===== src/rtl/btn_debounce.sv =====
// Multi-channel push-button debouncer with per-channel press/release pulses,
// sticky press-pending flags and a registered, maskable interrupt request.
module btn_debounce #(
   parameter int NUM_BTN         = 5,
   parameter int DEBOUNCE_CYCLES = 50000,
   parameter bit ACTIVE_LOW      = 1'b1
) (
   input  logic               core_clk,
   input  logic               core_rst,
   input  logic [NUM_BTN-1:0] btn_i,
   input  logic [NUM_BTN-1:0] clr_i,
   input  logic [NUM_BTN-1:0] irq_en_i,
   output logic [NUM_BTN-1:0] btn_o,
   output logic [NUM_BTN-1:0] press_o,
   output logic [NUM_BTN-1:0] release_o,
   output logic [NUM_BTN-1:0] pend_o,
   output logic               irq_o
);

   localparam int              CW       = $clog2(DEBOUNCE_CYCLES + 1);
   localparam logic [CW-1:0]   CNT_LAST = CW'(DEBOUNCE_CYCLES - 1);
   localparam logic [NUM_BTN-1:0] IDLE_PIN = ACTIVE_LOW ? '1 : '0;

   logic [NUM_BTN-1:0] sync1_q;
   logic [NUM_BTN-1:0] sync2_q;
   logic [NUM_BTN-1:0] level;
   logic [NUM_BTN-1:0] toggle;
   logic [CW-1:0]      cnt_q [NUM_BTN];

   // Synchronizers reset to the released pin level so reset never looks like a press.
   always_ff @(posedge core_clk) begin
      if (core_rst) begin
         sync1_q <= IDLE_PIN;
         sync2_q <= IDLE_PIN;
      end else begin
         sync1_q <= btn_i;
         sync2_q <= sync1_q;
      end
   end

   assign level = ACTIVE_LOW ? ~sync2_q : sync2_q;

   // A channel flips when this differing sample would complete the stable run.
   always_comb begin
      toggle = '0;
      for (int i = 0; i < NUM_BTN; i++) begin
         toggle[i] = (level[i] != btn_o[i]) && (cnt_q[i] == CNT_LAST);
      end
   end

   always_ff @(posedge core_clk) begin
      if (core_rst) begin
         for (int i = 0; i < NUM_BTN; i++) begin
            cnt_q[i] <= '0;
         end
         btn_o     <= '0;
         press_o   <= '0;
         release_o <= '0;
         pend_o    <= '0;
         irq_o     <= 1'b0;
      end else begin
         for (int i = 0; i < NUM_BTN; i++) begin
            if ((level[i] == btn_o[i]) || toggle[i]) begin
               cnt_q[i] <= '0;
            end else begin
               cnt_q[i] <= cnt_q[i] + CW'(1);
            end
         end
         btn_o     <= btn_o ^ toggle;
         press_o   <= toggle & ~btn_o;
         release_o <= toggle & btn_o;
         // Pending is set from the registered press pulse, so a clear in that cycle loses.
         pend_o    <= (pend_o & ~clr_i) | press_o;
         irq_o     <= |(pend_o & irq_en_i);
      end
   end

endmodule


===== config.mk =====
export PLATFORM = sky130hd
export DESIGN_NAME = btn_debounce
export DESIGN_NICKNAME = d
export VERILOG_FILES = /design/src/rtl/btn_debounce.sv
export SDC_FILE = /design/constraint.sdc
export NUM_CORES = 1
export LEC_CHECK = 0
export BUFFER_PORTS_ARGS = -buffer_cell sky130_fd_sc_hd__buf_2
export CORE_MARGIN = 2
export CORE_UTILIZATION = 45
export CTS_CLUSTER_DIAMETER = 80
export DETAILED_ROUTE_END_ITERATION = 6
export GPL_ROUTABILITY_DRIVEN = 0
export GPL_TIMING_DRIVEN = 0
export SETUP_SLACK_MARGIN = 0.15
export SLEW_MARGIN = 30
export SYNTH_ARGS = -nofsm -noshare
export SYNTH_HDL_FRONTEND = slang
export SYNTH_SLANG_ARGS = --single-unit

===== constraint.sdc =====
create_clock -name core_clk -period 3.27 [get_ports core_clk]
set_clock_uncertainty 0.15 [all_clocks]
set_input_delay 0.1635 -clock core_clk [delete_from_list [all_inputs] [get_ports core_clk]]
set_output_delay 0.1635 -clock core_clk [all_outputs]
set_load 0.02 [all_outputs]

==> Word level (Yosys, flattened, before mapping) <==
Memories as Yosys holds them, arrays and structs flattened.
Cells that the tools add are included.
{ "totals": {"regBits": 31, "latchBits": 0, "ramBits": 80, "romBits": 0, "n_memories": 1} }
{ "mem_list": {"columns": ["memory", "depth", "width", "read_ports", "rd_ports_with_merged_regs", "write_ports", "line", "source"], "rows": [
  ["cnt_q", 5, 16, 5, 0, 5, "28", "logic [CW-1:0] cnt_q [NUM_BTN];"]
]} }
{ "classes": {"add_sub_neg": 5, "multipliers": 0, "n_div": 0, "n_lt_le_gt_ge": 0, "eq_ne": 15, "shifts": 0, "muxes": 42, "bitwise_logic": 19, "reduce_logical": 11} }
{ "ops": {"columns": ["operator", "count"], "rows": [
  ["two-way mux 16 bit", 10],
  ["adder 16 x 1 -> 16 bit, second input constant", 5],
  ["== test 16 bit, second input constant", 5],
  ["two-way mux 1 bit", 32],
  ["AND 5 bit", 4],
  ["inverter 5 bit", 3],
  ["OR 1 bit", 10],
  ["== test 1 bit", 5],
  ["logical AND 1 bit", 5],
  ["logical OR 1 bit", 5],
  ["!= test 1 bit", 5],
  ["OR 5 bit", 1],
  ["OR reduction 5 bit", 1],
  ["XOR 5 bit", 1]
]} }

==> Logic depth before layout (Yosys ltp) <==
Gate-level depths: netlist of run 1.
{ "logic_depth": {"word_depth": 9, "ltp_mapped": 7, "mapped_depth_nobuf": 7} }

==> Worst setup path before layout of run 1 <==
Ideal clock, no wire load.
{ "synth_timing": {"kind": "flip-flop to flip-flop", "from": "memory cnt_q[0][0] (netlist name)", "to": "memory cnt_q[0][10] (netlist name), data pin", "arrival_time_ns": 1.361, "setup_slack_ns": 1.502, "stages_incl_launch_ff": 7, "n_path_buf": 1, "synth_period_minus_slack_ns": 1.768, "cell_sequence": "edfxtp_1 -> ha_1 -> nand3_1 -> nor2_1 -> a31o_2 -> buf_2 -> nor2_1"} }
{ "synth_rtl": {"columns": ["element", "line"], "rows": [
  ["from (decl)", "28"]
]} }

==> summary.md, run 1 <==
| Metric | Value |
|---|---|
| CTS root buf | clkbuf_16 |
| Number of warnings issued by yosys | 0 |
| Slack of the worst reg-to-reg path | 1.22 ns |
| Reg clk slew, reported paths | 0.07 ns |
| Clk_lat worst skew | around 0.35 ns |
| Commonest register cell after synthesis | edfxtp_1 |
| # Max-Cap Violations | 0 |
| Worst hold path class | input pin to flop |
| R2r startpoint | cnt_q[0][0]$_SDFFCE_PN0P_ |
| Cell taking the most area after synthesis | edfxtp_1 |
| Critical register-to-register path endpoint | cnt_q[0][15]$_SDFFCE_PN0P_ |
| H-tree level count | 3 |
| Final slew viol count | 0 |
| Total congestion overflow | 0 |
| Crit path DAT | 2.00 ns |
| Top cell types by occurrence after synthesis | nor2_1, edfxtp_1, xnor2_1, dfxtp_1, nand3_1 |
| Power density cells | around 430 mW/mm^2 |
| Max-slew headroom at the worst pin | between 50% and 60% |
| Post-Synth Simple-Gate Area | about a quarter |
| Vias in the first global route | around 3,700 |
| Synth Area in Compound Gates | 1.28% |
| Starting Density | 46.7% |
| Antenna violations before repair | 0 |
| Initial drt markers | 164 |
| Maximum clock frequency | about 0.49 GHz |
| Worst Reg-to-Reg Cells | 6 |
| Via-per-instance ratio | 4.85 |
| Standard cell core area | 0.0116 sq mm |
| Clock sink count | roughly 110 |
| Number of remaining DRC errors | 0 |
| TritonCTS Buffers | 9 |
| Hold Fails Final Rpt | 0 |
| Fraction of synthesis flops using an asynchronous set or reset pin | 0% |
| Most common cell in the synthesized netlist | nor2_1 |
| Total routing usage reported by global routing | 16.3% |
| Die Y-Extent | between 100 and 150 microns |
| Total power | 2820 uW |
| Share of the synthesized netlist area taken by xor and xnor gates | approximately 12% |
| Area taken by flip-flops and latches | 0.00302 sq mm |
| Synthesized flop and latch total | 111 |
| Die boundary width | 114 microns |
| Number of enable flip-flop cells after synthesis | 80 |
| Wire length of the first global-routing pass | approximately 17,000 microns |
| Synth Area per Inst | 10.7 sq um |
| Synthesized netlist cell count | 505 |
| Count of cells along the worst hold path | 3 |
| Fraction of final layout cells sized beyond drive strength 1 | 11.2% |
| Avg WL per Cell | 12.4 microns |
| I/O Buffers | 37 |
| Final-layout fill cell count | 1,054 |
| Remaining antenna violation count | 0 |
| CP Data Required Time | 3.22 ns |
| CTS tree | yes |
| Final critical path time including I/O delays and setup | 2.05 ns |
| Clk buf depth | 2 |
| Vias post-DR | slightly below 4,000 |
| Die Area | 0.0129 sq mm |
| Number of hold buffers added after cts | 12 |
| Leakage power of the design | approximately 0.0024 uW |
| Largest net degree at the start of global routing | 18 |
| Combined area of the multi-input logic cells | ~0.0025 sq mm |
| Nets@finish | 676 |
| Setup repair after global routing missed its margin | no |
| Fraction of the yosys area taken by sequential cells | 56.0% |
| Startpoint kind of the worst setup timing path | flop |
| Top-Level Pins | 38 |
| Top cell type's share of synthesized area | 44.5% |
| Final cycle utilization of the critical path | between 60% and 70% |
| Launch point of the critical path | cnt_q[0][0]$_SDFFCE_PN0P_ |
| Min-delay src | irq_en_i[2] |
| Fraction of the mapped netlist area in adder cells | 3.48% |
| Critical path endpoint category | flop |
| Post_cts resized | 0 |
| Number of antenna cells inserted | 0 |
| Pin slew with the least headroom to its limit | 0.626 ns |
| Post-CTS Setup Inserts | 0 |
| Maximum resistive drop on vdd | ~0.26 mV |
| Outcome | finished, final reports clean |
| Post-DP HPWL | 7220 microns |
| Setup total negative slack | 0 ns |
| Area growth, synth to finish | 20.0% |
| Largest cells by area after synthesis | edfxtp_1, dfxtp_1, xnor2_1, nor2_1, ha_1 |
| Share of synthesized area spent on multiplexers | 0% |
| Critical setup path kind | flop to flop |
| Hold Path End | irq_o$_SDFF_PP0_ |
| Combinational family with the most area after synthesis | simple AND/OR/NAND/NOR gates |
| Total Wirelength | 9810 microns |
| Count of distinct cell types in the synthesized netlist | 33 |
| Floorplan row count | 39 |
| Number of setup violations in the final report | 0 |
| DR pass1 iterations | 4 |
| Highest fanout seen on the critical path | 10 |
| Syn Std Cell Area | 0.00540 sq mm |
sequential cells by signal, indices dropped and copies added (netlist names):
name and flops:
cnt_q 80, press_o 5, btn_o 5, irq_o 1, pend_o 5, sync1_q 5, sync2_q 5, release_o 5
kinds of logic (layout without fill, tap and decap cells):
family                   count (synthesis)  in the layout
buffers and inverters                   34             99
AO/OA/AOI/OAI                           11             11
AND/OR/NAND/NOR                        259            259
flip-flops                             111            111
other                                    1             80
XOR/XNOR                                74             74
adder cells (fa/ha/maj)                 15             15
placed cells by master, fill, tap and decap left out, types with 2 or more instances in the layout:
master,n
nor2_1,102
edfxtp_1,80
conb_1,80
xnor2_1,56
buf_2,42
dfxtp_1,31
nand3_1,25
nand4_1,24
inv_1,22
nor3_1,20
nand2_1,19
nor4_1,19
xor2_1,18
ha_1,15
dlygate4sd3_1,12
or2_2,11
and3_1,10
nor2b_1,10
clkbuf_16,10
nor4bb_1,7
clkbuf_1,7
a21oi_1,7
nor4b_1,5
nand4_2,2
clkbuf_8,2
metrics by stage:
| step | std cells | instance area [sq um] | setup slack [ns] | hold slack, ns | utilization (%) |
|---|---|---|---|---|---|
| floorplan | 584 | 5690 | 1.50 | 0.117 | - |
| global placement | 764 | 6060 | 1.24 | 0.198 | 52.4 |
| detailed placement | 764 | 6060 | 1.21 | 0.202 | 52.4 |
| CTS | 792 | 6470 | 1.21 | 0.0490 | 56.0 |
| global route | 792 | 6470 | 1.07 | 0.0699 | 56.0 |
| finish | 792 | 6470 | 1.22 | 0.0620 | 56.0 |
per-layer routing:
layer  part of all wire [%]  vias to the layer above  track usage [%]
li1                       -                     1984                -
met3                    3.3                       10             2.76
met1                     48                     1789             21.1
met5                      0                        -                0
met4                    1.5                        0             7.48
met2                     47                       61             26.8
worst max path at each step:
stage                                 endpoint  slack, ns
floorplan           cnt_q[0][10]$_SDFFCE_PN0P_       1.50
global placement    cnt_q[0][11]$_SDFFCE_PN0P_       1.24
detailed placement   cnt_q[0][9]$_SDFFCE_PN0P_       1.21
CTS                  cnt_q[0][9]$_SDFFCE_PN0P_       1.21
global route        cnt_q[2][14]$_SDFFCE_PN0P_       1.07
finish              cnt_q[0][15]$_SDFFCE_PN0P_       1.22
area by class of cell:
cell class / count / share of cell area (%)
multi-input cells: 439 / 39.1
inverters: 22 / 1.28
plain buffers: 12 / 0.908
well taps: 143 / 2.76
repair buffers: 49 / 4.72
flip-flops and latches: 111 / 46.7
clock buffers: 14 / 4.41
clock inverters: 2 / 0.174
power by group:
group | switching [uW] | internal (uW)
Sequential | 52.2 | 1560
Combinational | 68.5 | 60.6
Clock | 474 | 605
Total | 595 | 2220
critical path, cell delays in order, from the launching register on:
cell and delay [ns]:
edfxtp_1 0.40, ha_1 0.20, nand3_1 0.25, nor2_1 0.21, a31o_2 0.26, buf_2 0.25, nor2_1 0.08
Power figures use the tool's default switching activity.
==> inputs of run 2 (changes only) <==
==> constraint.sdc (replaced) <==
create_clock -name core_clk -period 2.1 [get_ports core_clk]
set_clock_uncertainty 0.15 [all_clocks]
set_input_delay 0.105 -clock core_clk [delete_from_list [all_inputs] [get_ports core_clk]]
set_output_delay 0.105 -clock core_clk [all_outputs]
set_load 0.02 [all_outputs]
==> run 2 against run 1 <==
Die area unchanged; register-to-register slack worse by 0.97 ns; largest cell class unchanged; combinational power rose by 76%; critical endpoint unchanged; largest power group unchanged; sequential power is 55% higher.
==> summary.md, run 2 (same netlist as run 1, synthesis figures left out) <==
| Metric | Value |
|---|---|
| Outcome | finished, final reports clean |
| Standard cell core area | 0.0116 sq mm |
| Die Area | roughly 0.013 sq mm |
| Comb pwr share | 5.2% |
| Power density cells | 660 mW/mm^2 |
| Total power | 4410 uW |
| Post-Layout Cell Count | 810 |
| Delay of the slowest cell on the worst path | 0.39 ns |
| Slack of the worst reg-to-reg path | 0.25 ns |
| Worst hold path class | input pin to flop |
| Total cell area at the placement stage | 0.00606 sq mm |
| Avg WL per Cell | 12.4 microns |
| Floorplan row count | 39 |
| Total Wirelength | 10,000 microns |
| Vias post-DR | ~4,000 |
| Nets@finish | 694 |
| Critical path endpoint category | flop |
| TritonCTS Buffers | 9 |
| Number of antenna cells inserted | 0 |
| Final critical path time including I/O delays and setup | 1.85 ns |
| Vias in the first global route | between 3,000 and 4,000 |
| Number of setup violations in the final report | 0 |
| Post-DP HPWL | 7220 microns |
| Die Y-Extent | 114 microns |
| Number of placed instances, taps included | 764 |
| Wire length of the first global-routing pass | between 15,000 and 20,000 microns |
| Commonest cells after routing, fill and taps aside | nor2_1, edfxtp_1, conb_1 |
| CP Data Required Time | 2.05 ns |
| Proportion of total power due to net switching | approximately a fifth |
| Crit path DAT | 1.80 ns |
| Clock sink count | 111 |
| Most frequent standard cell in the layout excluding fill and tap cells | nor2_1 |
| Initial drt markers | 162 |
| # Max-Cap Violations | 0 |
| Starting Density | 46.7% |
| Highest fanout seen on the critical path | 10 |
| Total congestion overflow | 0 |
| Clk_lat worst skew | 0.35 ns |
| Final-layout fill cell count | roughly 1,000 |
| Largest net degree at the start of global routing | 18 |
| Setup total negative slack | 0 ns |
| Die boundary width | 114 microns |
| Setup repair after global routing missed its margin | yes |
| Chain of cells forming the critical path | ha_1 -> nand3_2 -> nor2_1 -> a31o_4 -> buf_4 -> nor2_1 |
| Max reg flops | 80 |
| Startpoint kind of the worst setup timing path | flop |
| Final slew viol count | 0 |
| Internal cell power | around 3500 uW |
| Fraction of final layout cells sized beyond drive strength 1 | 15.6% |
| Sequential share of power | a little under three fifths |
| CTS tree | yes |
| Remaining antenna violation count | 0 |
| Largest register by flop count | cnt_q |
| CTS root buf | clkbuf_16 |
| Total routing usage reported by global routing | 16.4% |
| Maximum resistive drop on vdd | about 0.43 mV |
| Final cycle utilization of the critical path | 88.0% |
| Slowest library cell on the worst path | edfxtp_1 |
| Library cell appearing most often on the critical path | nor2_1 |
| Reg clk slew, reported paths | 0.07 ns |
| Maximum clock frequency | 0.541 GHz |
| Final design area excluding fillers | 0.00669 sq mm |
| I/O Buffers | 37 |
| Pin slew with the least headroom to its limit | roughly 0.6 ns |
| H-tree level count | 3 |
| Area growth, synth to finish | 23.9% |
| Via-per-instance ratio | slightly below 5 |
| Top-Level Pins | 38 |
| Power share of the clock group | 38.2% |
| Net Sw Power | about 940 uW |
| Number of remaining DRC errors | 0 |
| Critical setup path kind | flop to flop |
| DR pass1 iterations | 4 |
| Hold Fails Final Rpt | 0 |
| Clk buf depth | 2 |
| Max-slew headroom at the worst pin | 58.9% |
| Antenna violations before repair | 0 |
| Leakage power of the design | 0.00251 uW |
## run 2: cell count changes in the layout (fill, tap and decap cells not counted), moves of 3 or more
cell,delta
and3_1,-3
buf_2,-5
buf_4,+22
nand2_1,-4
nand2_2,+4
## run 2: metrics by stage
stage | worst slack (ns) | hold slack [ns] | util (%)
5_1_grt | 0.105 | 0.0322 | 57.8
2_1_floorplan | 0.332 | 0.0588 | -
3_3_place_gp | 0.0731 | 0.140 | 52.4
3_5_place_dp | 0.0439 | 0.143 | 52.4
4_1_cts | 0.177 | 0.0146 | 56.3
6_report | 0.252 | 0.0240 | 57.8
## run 2: critical path: cells and delay by family, from the launching register on
family	cells	cell delay [ns]
flip-flops	1	0.39
AO/OA/AOI/OAI	1	0.22
adder cells (fa/ha/maj)	1	0.22
AND/OR/NAND/NOR	3	0.44
buffers and inverters	1	0.19
## run 2: path summary, 6_finish.rpt
| kind | end | cells after the start | from |
|---|---|---|---|
| worst max-delay path | cnt_q[0][15]$_SDFFCE_PN0P_ | 6 | cnt_q[0][0]$_SDFFCE_PN0P_ |
| worst min-delay path | irq_o$_SDFF_PP0_ | 3 | irq_en_i[0] |
| worst max register to register | cnt_q[0][15]$_SDFFCE_PN0P_ | 6 | cnt_q[0][0]$_SDFFCE_PN0P_ |
| worst min register to register | sync2_q[1]$_SDFF_PP1_ | 1 | sync1_q[1]$_SDFF_PP1_ |
## run 2: power by group through the flow
stage	clock [uW]	sequential [uW]	combinational, uW
2_1_floorplan	0	2530	142
3_3_place_gp	0	2550	180
3_5_place_dp	0	2550	182
4_1_cts	1740	2500	205
5_1_grt	1810	2510	260
6_report	1680	2500	227
## run 2: layer usage
| metal | vias to the layer above | wire, microns | track usage, % |
|---|---|---|---|
| met5 | - | 0 | 0 |
| met4 | 0 | 156 | 7.48 |
| met3 | 9 | 314 | 2.76 |
| met2 | 59 | 4780 | 26.9 |
| met1 | 1820 | 4780 | 21.3 |
| li1 | 2019 | - | - |
## run 2: final cells by class
class                   instances  area [sq um]  area share (%)
clock buffers                  14           285            4.27
plain buffers                  12          72.6            1.09
clock inverters                 2          11.3           0.168
well taps                     143           179            2.68
flip-flops and latches        111          3020            45.2
multi-input cells             439          2590            38.7
inverters                      22          82.6            1.23
repair buffers                 67           443            6.62
## run 2: what timing repair did
action / 4_1_cts / 5_1_grt
setup endpoints to repair: 50 / 54
hold endpoints to repair: 11 / 0
gates cloned: 0 / 0
gates resized for setup: 8 / 13
pin swaps: 0 / 6
hold buffers: 13 / 0
buffers inserted: 1 / 16
